File: src/rtl/mem_port_arbiter.sv
// mem_port_arbiter
// Shares one SRAM-like memory port between instruction fetch and data access.
// Only one transaction is in flight at a time. Each completed result is held in
// a per-side done buffer until the whole pipeline unfreezes, so that a frozen
// requester never re-issues a request it has already completed.
//
// Optional feature: define ARB_RR_EN for round-robin arbitration when both
// sides are pending. Without it, data always wins over fetch.

module mem_port_arbiter #(
   parameter int ADDR_W = 32,
   parameter int DATA_W = 32
) (
   input  logic              clk,
   input  logic              rst,
   input  logic              longest_stall,
   // fetch side
   input  logic              i_req,
   input  logic [ADDR_W-1:0] i_addr,
   output logic [DATA_W-1:0] i_rdata,
   output logic              i_stall,
   // data side
   input  logic              d_req,
   input  logic              d_wr,
   input  logic [1:0]        d_size,
   input  logic [ADDR_W-1:0] d_addr,
   input  logic [DATA_W-1:0] d_wdata,
   output logic [DATA_W-1:0] d_rdata,
   output logic              d_stall,
   // memory side
   output logic              m_req,
   output logic              m_wr,
   output logic [1:0]        m_size,
   output logic [ADDR_W-1:0] m_addr,
   output logic [DATA_W-1:0] m_wdata,
   input  logic              m_addr_ok,
   input  logic              m_data_ok,
   input  logic [DATA_W-1:0] m_rdata
);

   typedef enum logic [1:0] {
      S_IDLE = 2'd0,
      S_ADDR = 2'd1,
      S_DATA = 2'd2
   } state_t;

   // Owner encoding of the request register and of the round-robin history.
   localparam logic OWN_FETCH = 1'b0;
   localparam logic OWN_DATA  = 1'b1;

   // Fetches are always full-word reads.
   localparam logic [1:0] SIZE_WORD = 2'd2;

   state_t            state_q, state_d;

   // Request register: captured on IDLE exit, stable until m_data_ok.
   logic              owner_q, owner_d;
   logic              wr_q,    wr_d;
   logic [1:0]        size_q,  size_d;
   logic [ADDR_W-1:0] addr_q,  addr_d;
   logic [DATA_W-1:0] wdata_q, wdata_d;

   // Per-side done buffers.
   logic              i_done_q,  i_done_d;
   logic              d_done_q,  d_done_d;
   logic [DATA_W-1:0] i_rdata_q, i_rdata_d;
   logic [DATA_W-1:0] d_rdata_q, d_rdata_d;

   // Arbitration results.
   logic              i_pend;
   logic              d_pend;
   logic              grant_any;
   logic              grant_data;

`ifdef ARB_RR_EN
   // Last winner; the other side wins the next tie.
   logic              last_q, last_d;
`endif

   // Decide which side would win if the FSM were in IDLE this cycle.
   always_comb begin
      i_pend    = i_req & ~i_done_q;
      d_pend    = d_req & ~d_done_q;
      grant_any = i_pend | d_pend;
`ifdef ARB_RR_EN
      if (i_pend && d_pend) begin
         grant_data = (last_q == OWN_FETCH);
      end else begin
         grant_data = d_pend;
      end
`else
      grant_data = d_pend;
`endif
   end

   // Next-state logic for the FSM, the request register and the done buffers.
   always_comb begin
      state_d   = state_q;
      owner_d   = owner_q;
      wr_d      = wr_q;
      size_d    = size_q;
      addr_d    = addr_q;
      wdata_d   = wdata_q;
      i_rdata_d = i_rdata_q;
      d_rdata_d = d_rdata_q;
`ifdef ARB_RR_EN
      last_d    = last_q;
`endif
      // Done flags drop whenever the pipeline advances; a completion below
      // overrides this so that set wins over clear.
      i_done_d  = i_done_q & longest_stall;
      d_done_d  = d_done_q & longest_stall;

      case (state_q)
         S_IDLE: begin
            if (grant_any) begin
               state_d = S_ADDR;
               owner_d = grant_data;
`ifdef ARB_RR_EN
               last_d  = grant_data;
`endif
               if (grant_data) begin
                  wr_d    = d_wr;
                  size_d  = d_size;
                  addr_d  = d_addr;
                  wdata_d = d_wdata;
               end else begin
                  wr_d    = 1'b0;
                  size_d  = SIZE_WORD;
                  addr_d  = i_addr;
                  wdata_d = '0;
               end
            end
         end
         S_ADDR: begin
            if (m_addr_ok) begin
               state_d = S_DATA;
            end
         end
         S_DATA: begin
            if (m_data_ok) begin
               state_d = S_IDLE;
               if (owner_q == OWN_DATA) begin
                  d_rdata_d = m_rdata;
                  d_done_d  = 1'b1;
               end else begin
                  i_rdata_d = m_rdata;
                  i_done_d  = 1'b1;
               end
            end
         end
         default: begin
            state_d = S_IDLE;
         end
      endcase
   end

   // State and data registers with synchronous reset.
   always_ff @(posedge clk) begin
      if (rst) begin
         state_q   <= S_IDLE;
         owner_q   <= OWN_FETCH;
         wr_q      <= 1'b0;
         size_q    <= 2'd0;
         addr_q    <= '0;
         wdata_q   <= '0;
         i_done_q  <= 1'b0;
         d_done_q  <= 1'b0;
         i_rdata_q <= '0;
         d_rdata_q <= '0;
`ifdef ARB_RR_EN
         last_q    <= OWN_FETCH;
`endif
      end else begin
         state_q   <= state_d;
         owner_q   <= owner_d;
         wr_q      <= wr_d;
         size_q    <= size_d;
         addr_q    <= addr_d;
         wdata_q   <= wdata_d;
         i_done_q  <= i_done_d;
         d_done_q  <= d_done_d;
         i_rdata_q <= i_rdata_d;
         d_rdata_q <= d_rdata_d;
`ifdef ARB_RR_EN
         last_q    <= last_d;
`endif
      end
   end

   // Memory port is driven purely from state and the request register.
   assign m_req   = (state_q == S_ADDR);
   assign m_wr    = wr_q;
   assign m_size  = size_q;
   assign m_addr  = addr_q;
   assign m_wdata = wdata_q;

   // Requester-facing outputs.
   assign i_rdata = i_rdata_q;
   assign d_rdata = d_rdata_q;
   assign i_stall = i_req & ~i_done_q;
   assign d_stall = d_req & ~d_done_q;

endmodule
File: config.mk
export PLATFORM = sky130hd
export DESIGN_NAME = mem_port_arbiter
export DESIGN_NICKNAME = d
export VERILOG_FILES = /design/src/rtl/mem_port_arbiter.sv
export SDC_FILE = /design/constraint.sdc
export NUM_CORES = 1
export LEC_CHECK = 0
export BUFFER_PORTS_ARGS = -buffer_cell sky130_fd_sc_hd__buf_2
export CELL_PAD_IN_SITES_DETAIL_PLACEMENT = 0
export CELL_PAD_IN_SITES_GLOBAL_PLACEMENT = 2
export CORE_ASPECT_RATIO = 0.8
export CORE_MARGIN = 3
export CORE_UTILIZATION = 24
export CTS_BUF_LIST = sky130_fd_sc_hd__clkbuf_4
export DETAILED_ROUTE_END_ITERATION = 8
export PLACE_DENSITY_LB_ADDON = 0.1
export SLEW_MARGIN = 15
export SYNTH_ARGS = -nofsm -noshare
export SYNTH_HDL_FRONTEND = slang
export SYNTH_SLANG_ARGS = --single-unit
File: constraint.sdc
create_clock -name clk -period 1.3 [get_ports clk]
set_input_delay 0.065 -clock clk [delete_from_list [all_inputs] [get_ports clk]]
set_output_delay 0.065 -clock clk [all_outputs]
set_load 0.1 [all_outputs]
==> impl_metrics.yaml, run 1 <==
sta:
  worst_pin_slew_ns: 0.276
  final-hold-violation-count: 0
  fin_setup_tns_ns: -14.47
  relSlewSlack_pct: 81.1
  hold_ws_ns: 0.102
  drv_slew: 0
  max_freq_mhz: 671
  min_period_over_period_pct: 115
  layout_min_cycle_time_ns: 1.49
  finalSetupViolations: 134
  rsz0062_at_grt: "true"
  setup_slack_ns: -0.191
  skew_ns: 0.0270
grt:
  grt_antenna_before_repair: 1
  grt_overflow: 0
  grtUsageMet2_pct: 29.4
  grtUsageMet3_pct: 5.54
  grt_pass1_wl_um: 33500
  grt_max_degree: 51
  use_met1_pct: 20.6
  busiest_layer: "met2"
  grt_pass1_vias: 6315
  grtUsageTotal_pct: 17.0
power:
  finalPower_w: 0.0112
  p_per_area_nw_per_um2: 954
  irDropWorstVdd_mv: 0.417
  p_leak_nw: 4.92
synthesis:
  ys_types: 29
  syn-num-nets: 744
  synthCells: 606
  syn_avg_cell_area_um2: 9.09
  ys.warnings.count: 0
  netlist_area_um2: 5510
  synth-seq-area-share_pct: 49.4
  ys_seq_elements: 136
layout:
  area_delta_synth_final_pct: 112
  final_cell_mix: "136 x buf_2, 135 x dlygate4sd3_1, 113 x nand2_1"
  final_common_cell: "buf_2"
  post-route-util_pct: 53.1
  fill_cells: 1895
  nets: 1172
  drive_gt1_share_pct: 57.3
  design_area_um2: 11700
min_path:
  hold_path_end: "owner_q$_SDFFE_PP0P_"
  hp-start: "i_req"
  hp-class: "in -> reg"
  holdPathStages: 5
clocking:
  cts_made_buffers: 17
  clockBufferDepth: 2
  htree_levels: 4
  cts_tree: "yes"
  cts.sinks: 136
  cts-root-buf: "clkbuf_4"
  insertion_delay_ns: 0.54
  clk_pin_slew_ns: 0.13
route:
  vias: 6185
  wl_per_cell_um: 17.4
  drt-initial-drc-count: 273
  first_pass_iters: 4
  vias_per_cell: 4.59
  drc: 0
  routed_wl_um: 23400
  antenna_left: 0
critical_path:
  critPathMaxStageDelay_ns: 0.36
  rr_startpoint: "state_q[0]$_SDFFE_PP0P_"
  cp_data_arrival_time_ns: 1.97
  critPathKind: "reg -> reg"
  start_kind: "flip-flop"
  critPathTopFamily: "simple AND/OR/NAND/NOR gates"
  critPathMaxFanout: 8
  timing.rr.end: "m_wdata[4]$_SDFFE_PP0P_"
  slowest_stage: "dfxtp_2"
  worst-path-buf-inv: 3
  path_cells: "or2_4, buf_8, nor3_4, buf_12, clkbuf_16, a32o_1"
  end_kind: "flip-flop"
  reg2reg_depth: 6
  reg2reg_slack_ns: -0.19
  required_ns: 1.78
floorplan:
  boundaryPins: 272
  rows: 48
  dieHeight_um: 142
  start_util_pct: 25.0
  core_um2: 22000
  die_width_um: 175
  dieArea_um2: 24800
placed_design:
  gp_congestion: 0.786
  placed_cell_area_um2: 7460
  portBuffers: 271
  dp_hpwl_um: 13700
flow_run:
  drv_cap: 0
run_status:
  status: "complete, but fails checks"
  violations: "negative setup slack"
-- layout make-up --
class	count	area [um^2]	area share [%]
diodes	1	2.50	0.0214
clock buffers	18	135	1.16
clock inverters	14	115	0.984
inverters	4	22.5	0.193
multi-input cells	411	3120	26.7
flip-flops and latches	136	2840	24.3
well taps	300	375	3.21
repair buffers	464	5090	43.5
-- stage by stage --
step / setup slack [ns] / instances
2_1_floorplan: -0.0898 / 606
3_5_place_dp: -0.122 / 1150
3_3_place_gp: -0.0548 / 1150
5_1_grt: -0.257 / 1348
4_1_cts: -0.199 / 1336
6_report: -0.191 / 1348
-- logic make-up (layout without fill, tap and decap cells) --
| group | Yosys count | count (layout) | share of synthesized area (%) |
|---|---|---|---|
| AND/OR/NAND/NOR | 239 | 239 | 19.4 |
| AO/OA/AOI/OAI | 140 | 140 | 20.3 |
| flip-flops | 136 | 136 | 49.4 |
| buffers and inverters | 59 | 500 | 5.00 |
| multiplexers | 32 | 32 | 5.81 |
| other | 0 | 1 | 0 |
-- power by group --
group	switching (W)	internal (W)	total (W)	leakage, nW
Sequential	0.000193	0.00441	0.00460	1.15
Clock	0.00174	0.000819	0.00256	0.126
Combinational	0.00246	0.00155	0.00400	3.65
-- synthesized netlist by cell type (all sizes together) --
library cell | number | area, um^2
a21oi | 69 | 345
nand3 | 32 | 160
nand2b | 3 | 18.8
nand4b | 1 | 8.76
a211o | 1 | 17.5
o21ai | 1 | 5.00
a32o | 34 | 340
buf | 29 | 163
clkinv | 1 | 3.75
clkbuf | 26 | 97.6
mux2i | 32 | 320
nor2 | 2 | 7.51
nor2b | 33 | 206
o31ai | 1 | 7.51
and4b | 1 | 10.0
a22oi | 1 | 7.51
o211ai | 32 | 390
inv | 3 | 11.3
nor4bb | 1 | 10.0
or2 | 2 | 12.5
nor3 | 1 | 16.3
a21o | 1 | 7.51
dfxtp | 136 | 2720
nand2 | 162 | 608
nand4bb | 1 | 11.3
-- sequential cells by signal, summed over array words and instances (netlist names) --
register / flops
m_size: 2
m_wdata: 32
i_rdata: 32
owner_q: 1
m_wr: 1
state_q: 2
m_addr: 32
i_done_q: 1
d_rdata: 32
d_done_q: 1
-- worst reg2reg max path, cell delays in order, from the launching register on --
cell and delay, ns:
dfxtp_2 0.36, or2_4 0.29, buf_8 0.14, nor3_4 0.20
buf_12 0.18, clkbuf_16 0.16, a32o_1 0.13
-- worst max path at each step --
stage	start	end	slack (ns)	depth (start not counted)
CTS	d_done_q$_SDFF_PP0_	d_stall	-0.20	4
floorplan	d_done_q$_SDFF_PP0_	m_wdata[10]$_SDFFE_PP0P_	-0.09	6
global placement	state_q[0]$_SDFFE_PP0P_	m_wdata[27]$_SDFFE_PP0P_	-0.05	5
finish	state_q[0]$_SDFFE_PP0P_	m_wdata[4]$_SDFFE_PP0P_	-0.19	6
detailed placement	state_q[0]$_SDFFE_PP0P_	m_wdata[28]$_SDFFE_PP0P_	-0.12	5
global route	state_q[0]$_SDFFE_PP0P_	m_wdata[4]$_SDFFE_PP0P_	-0.26	6
-- repair_timing --
action | 4_1_cts | 5_1_grt
buffers inserted | 11 | 6
hold buffers | 135 | 0
gates resized for setup | 314 | 326
endpoints found under the setup margin | 232 | 225
gates cloned | 8 | 8
pin swaps | 16 | 62
endpoints found under the hold margin | 135 | 0
-- layer usage --
layer | up-vias | routed length [um]
li1 | 2978 | -
met4 | 0 | 281
met3 | 22 | 1750
met1 | 2966 | 9860
met5 | - | 0
met2 | 219 | 11500
Power figures use the tool's default switching activity.
==> run 2: changes to the inputs <==
--- a/config.mk
+++ b/config.mk
@@ -15,5 +15,4 @@
 export DETAILED_ROUTE_END_ITERATION = 8
 export PLACE_DENSITY_LB_ADDON = 0.1
-export SLEW_MARGIN = 15
 export SYNTH_ARGS = -nofsm -noshare
 export SYNTH_HDL_FRONTEND = slang
==> constraint.sdc (replaced) <==
create_clock -name clk -period 1.3 [get_ports clk]
set_input_delay 0.065 -clock clk [delete_from_list [all_inputs] [get_ports clk]]
set_output_delay 0.065 -clock clk [all_outputs]
set_load 0.02 [all_outputs]
==> impl_metrics.yaml, run 2 (synthesized netlist as in run 1, its figures left out) <==
floorplan:
  core_um2: 22000
  boundaryPins: 272
  start_util_pct: 25.0
  dieArea_um2: 24800
  rows: 48
  dieHeight_um: 142
  die_width_um: 175
min_path:
  hp-class: "in -> reg"
critical_path:
  cp_common_cell: "buf_6"
  slowest_stage: "and4b_4"
  critPathMaxStageDelay_ns: 0.43
  path_cells: "buf_6, and4b_4, buf_6, clkbuf_16, nand2_1, a21oi_1"
  start_kind: "flip-flop"
  required_ns: 1.76
  critPathMaxFanout: 5
  cp_data_arrival_time_ns: 1.90
  critPathKind: "reg -> reg"
  end_kind: "flip-flop"
sta:
  skew_ns: 0.0210
  final-hold-violation-count: 0
  worst_pin_slew_ns: 0.482
  rsz0062_at_grt: "true"
  min_period_over_period_pct: 111
  setup_slack_ns: -0.140
  drv_slew: 0
  layout_min_cycle_time_ns: 1.44
  relSlewSlack_pct: 67.9
  max_freq_mhz: 694
  finalSetupViolations: 128
layout:
  area_delta_synth_final_pct: 96.6
  final_cell_mix: "266 x buf_2, 135 x dlygate4sd3_1, 123 x dfxtp_1"
  design_area_um2: 10800
  final_common_cell: "buf_2"
  instances_no_fill: 1365
  nets: 1188
  fill_cells: 2060
  multi_input_area_um2: 3380
  drive_gt1_share_pct: 54.7
  seq_area_um2: 2740
run_status:
  violations: "negative setup slack"
  status: "complete, but fails checks"
flow_run:
  drv_cap: 0
placed_design:
  gp_congestion: 0.783
  dp_hpwl_um: 13600
  place_inst: 1150
  placed_cell_area_um2: 7340
  portBuffers: 271
clocking:
  insertion_delay_ns: 0.52
  clockBufferDepth: 2
  htree_levels: 4
  cts_tree: "yes"
  cts_made_buffers: 17
  cts-root-buf: "clkbuf_4"
  clk_pin_slew_ns: 0.13
  cts.sinks: 136
grt:
  grt_pass1_wl_um: 33000
  grt_overflow: 0
  grt_antenna_before_repair: 3
  grtUsageTotal_pct: 16.7
  grt_max_degree: 58
  grt_pass1_vias: 6226
power:
  irDropWorstVdd_mv: 0.491
  p_per_area_nw_per_um2: 934
  p_leak_nw: 4.90
route:
  drt-initial-drc-count: 246
  first_pass_iters: 5
  vias: 6191
  routed_wl_um: 23200
  vias_per_cell: 4.54
  drc: 0
  wl_per_cell_um: 17.0
  antenna_left: 0
[run 2: changes by cell type in the layout (fill, tap and decap cells not counted), moves of 5 or more]
cell	delta
nand2_2	+12
buf_6	-54
buf_2	+130
mux2i_2	-6
a21oi_1	-8
dfxtp_2	-73
clkbuf_16	+7
buf_12	-60
buf_4	+5
nand2_4	+26
a21oi_2	+8
nand2_1	-38
dfxtp_1	+76
buf_8	-14
[run 2: per-stage QoR]
stage / util [%] / setup slack, ns / TNS, ns / hold WS (ns) / power [W]
3_3_place_gp: 33.3 / -0.0421 / -0.784 / 0.276 / 0.00623
3_5_place_dp: 33.3 / -0.0580 / -2.19 / 0.278 / 0.00625
4_1_cts: 42.7 / -0.119 / -8.01 / 0.0937 / 0.0100
2_1_floorplan: - / -0.0387 / -1.43 / 0.191 / 0.00556
5_1_grt: 49.1 / -0.185 / -17.28 / 0.120 / 0.0106
6_report: 49.1 / -0.140 / -9.88 / 0.180 / 0.0101
[run 2: layer usage]
metal  global-route usage, %  vias to the layer above  share of wire [%]
met5                       0                        -                  0
met4                    4.53                        0                1.7
met3                    5.78                       29                7.4
met2                    28.7                      206                 47
met1                    20.0                     2938                 44
li1                        -                     3018                  -
[run 2: cell type report]
| cell class | count | area share [%] |
|---|---|---|
| Clock buffer | 17 | 1.18 |
| Tap cell | 300 | 3.47 |
| Multi-Input combinational cell | 411 | 31.2 |
| Clock inverter | 14 | 1.81 |
| Timing Repair Buffer | 480 | 36.7 |
| Inverter | 4 | 0.231 |
| Antenna cell | 3 | 0.0693 |
| Sequential cell | 136 | 25.3 |
[run 2: what timing repair did]
| action | 4_1_cts | 5_1_grt |
|---|---|---|
| endpoints found under the setup margin | 95 | 134 |
| pin swaps | 2 | 114 |
| hold buffers | 135 | 0 |
| gates resized for setup | 37 | 255 |
| cloned | 6 | 18 |
| setup buffers | 9 | 14 |
| endpoints found under the hold margin | 135 | 0 |
[run 2: final timing paths]
path	slack, ns	to	from	cells after the start
max	-0.14	d_rdata[0]$_SDFFE_PP0P_	state_q[0]$_SDFFE_PP0P_	6
min	0.18	m_addr[8]$_SDFFE_PP0P_	i_req	6
max reg2reg	-0.14	d_rdata[0]$_SDFFE_PP0P_	state_q[0]$_SDFFE_PP0P_	6
min reg2reg	0.46	m_size[1]$_SDFFE_PP0P_	m_size[1]$_SDFFE_PP0P_	2
[run 2: worst max-delay path, delay by kind of cell (launching register included)]
kind	cells	cell delay [ns]
flops	1	0.35
buf+inv	3	0.42
simple gates	2	0.49
compound gates	1	0.12
[run 2: power by group]
part | leakage [nW] | internal, W | switching (W)
sequential | 1.11 | 0.00438 | 0.000117
combinational | 3.62 | 0.00122 | 0.00119
clock | 0.167 | 0.00154 | 0.00167
total | 4.90 | 0.00714 | 0.00298
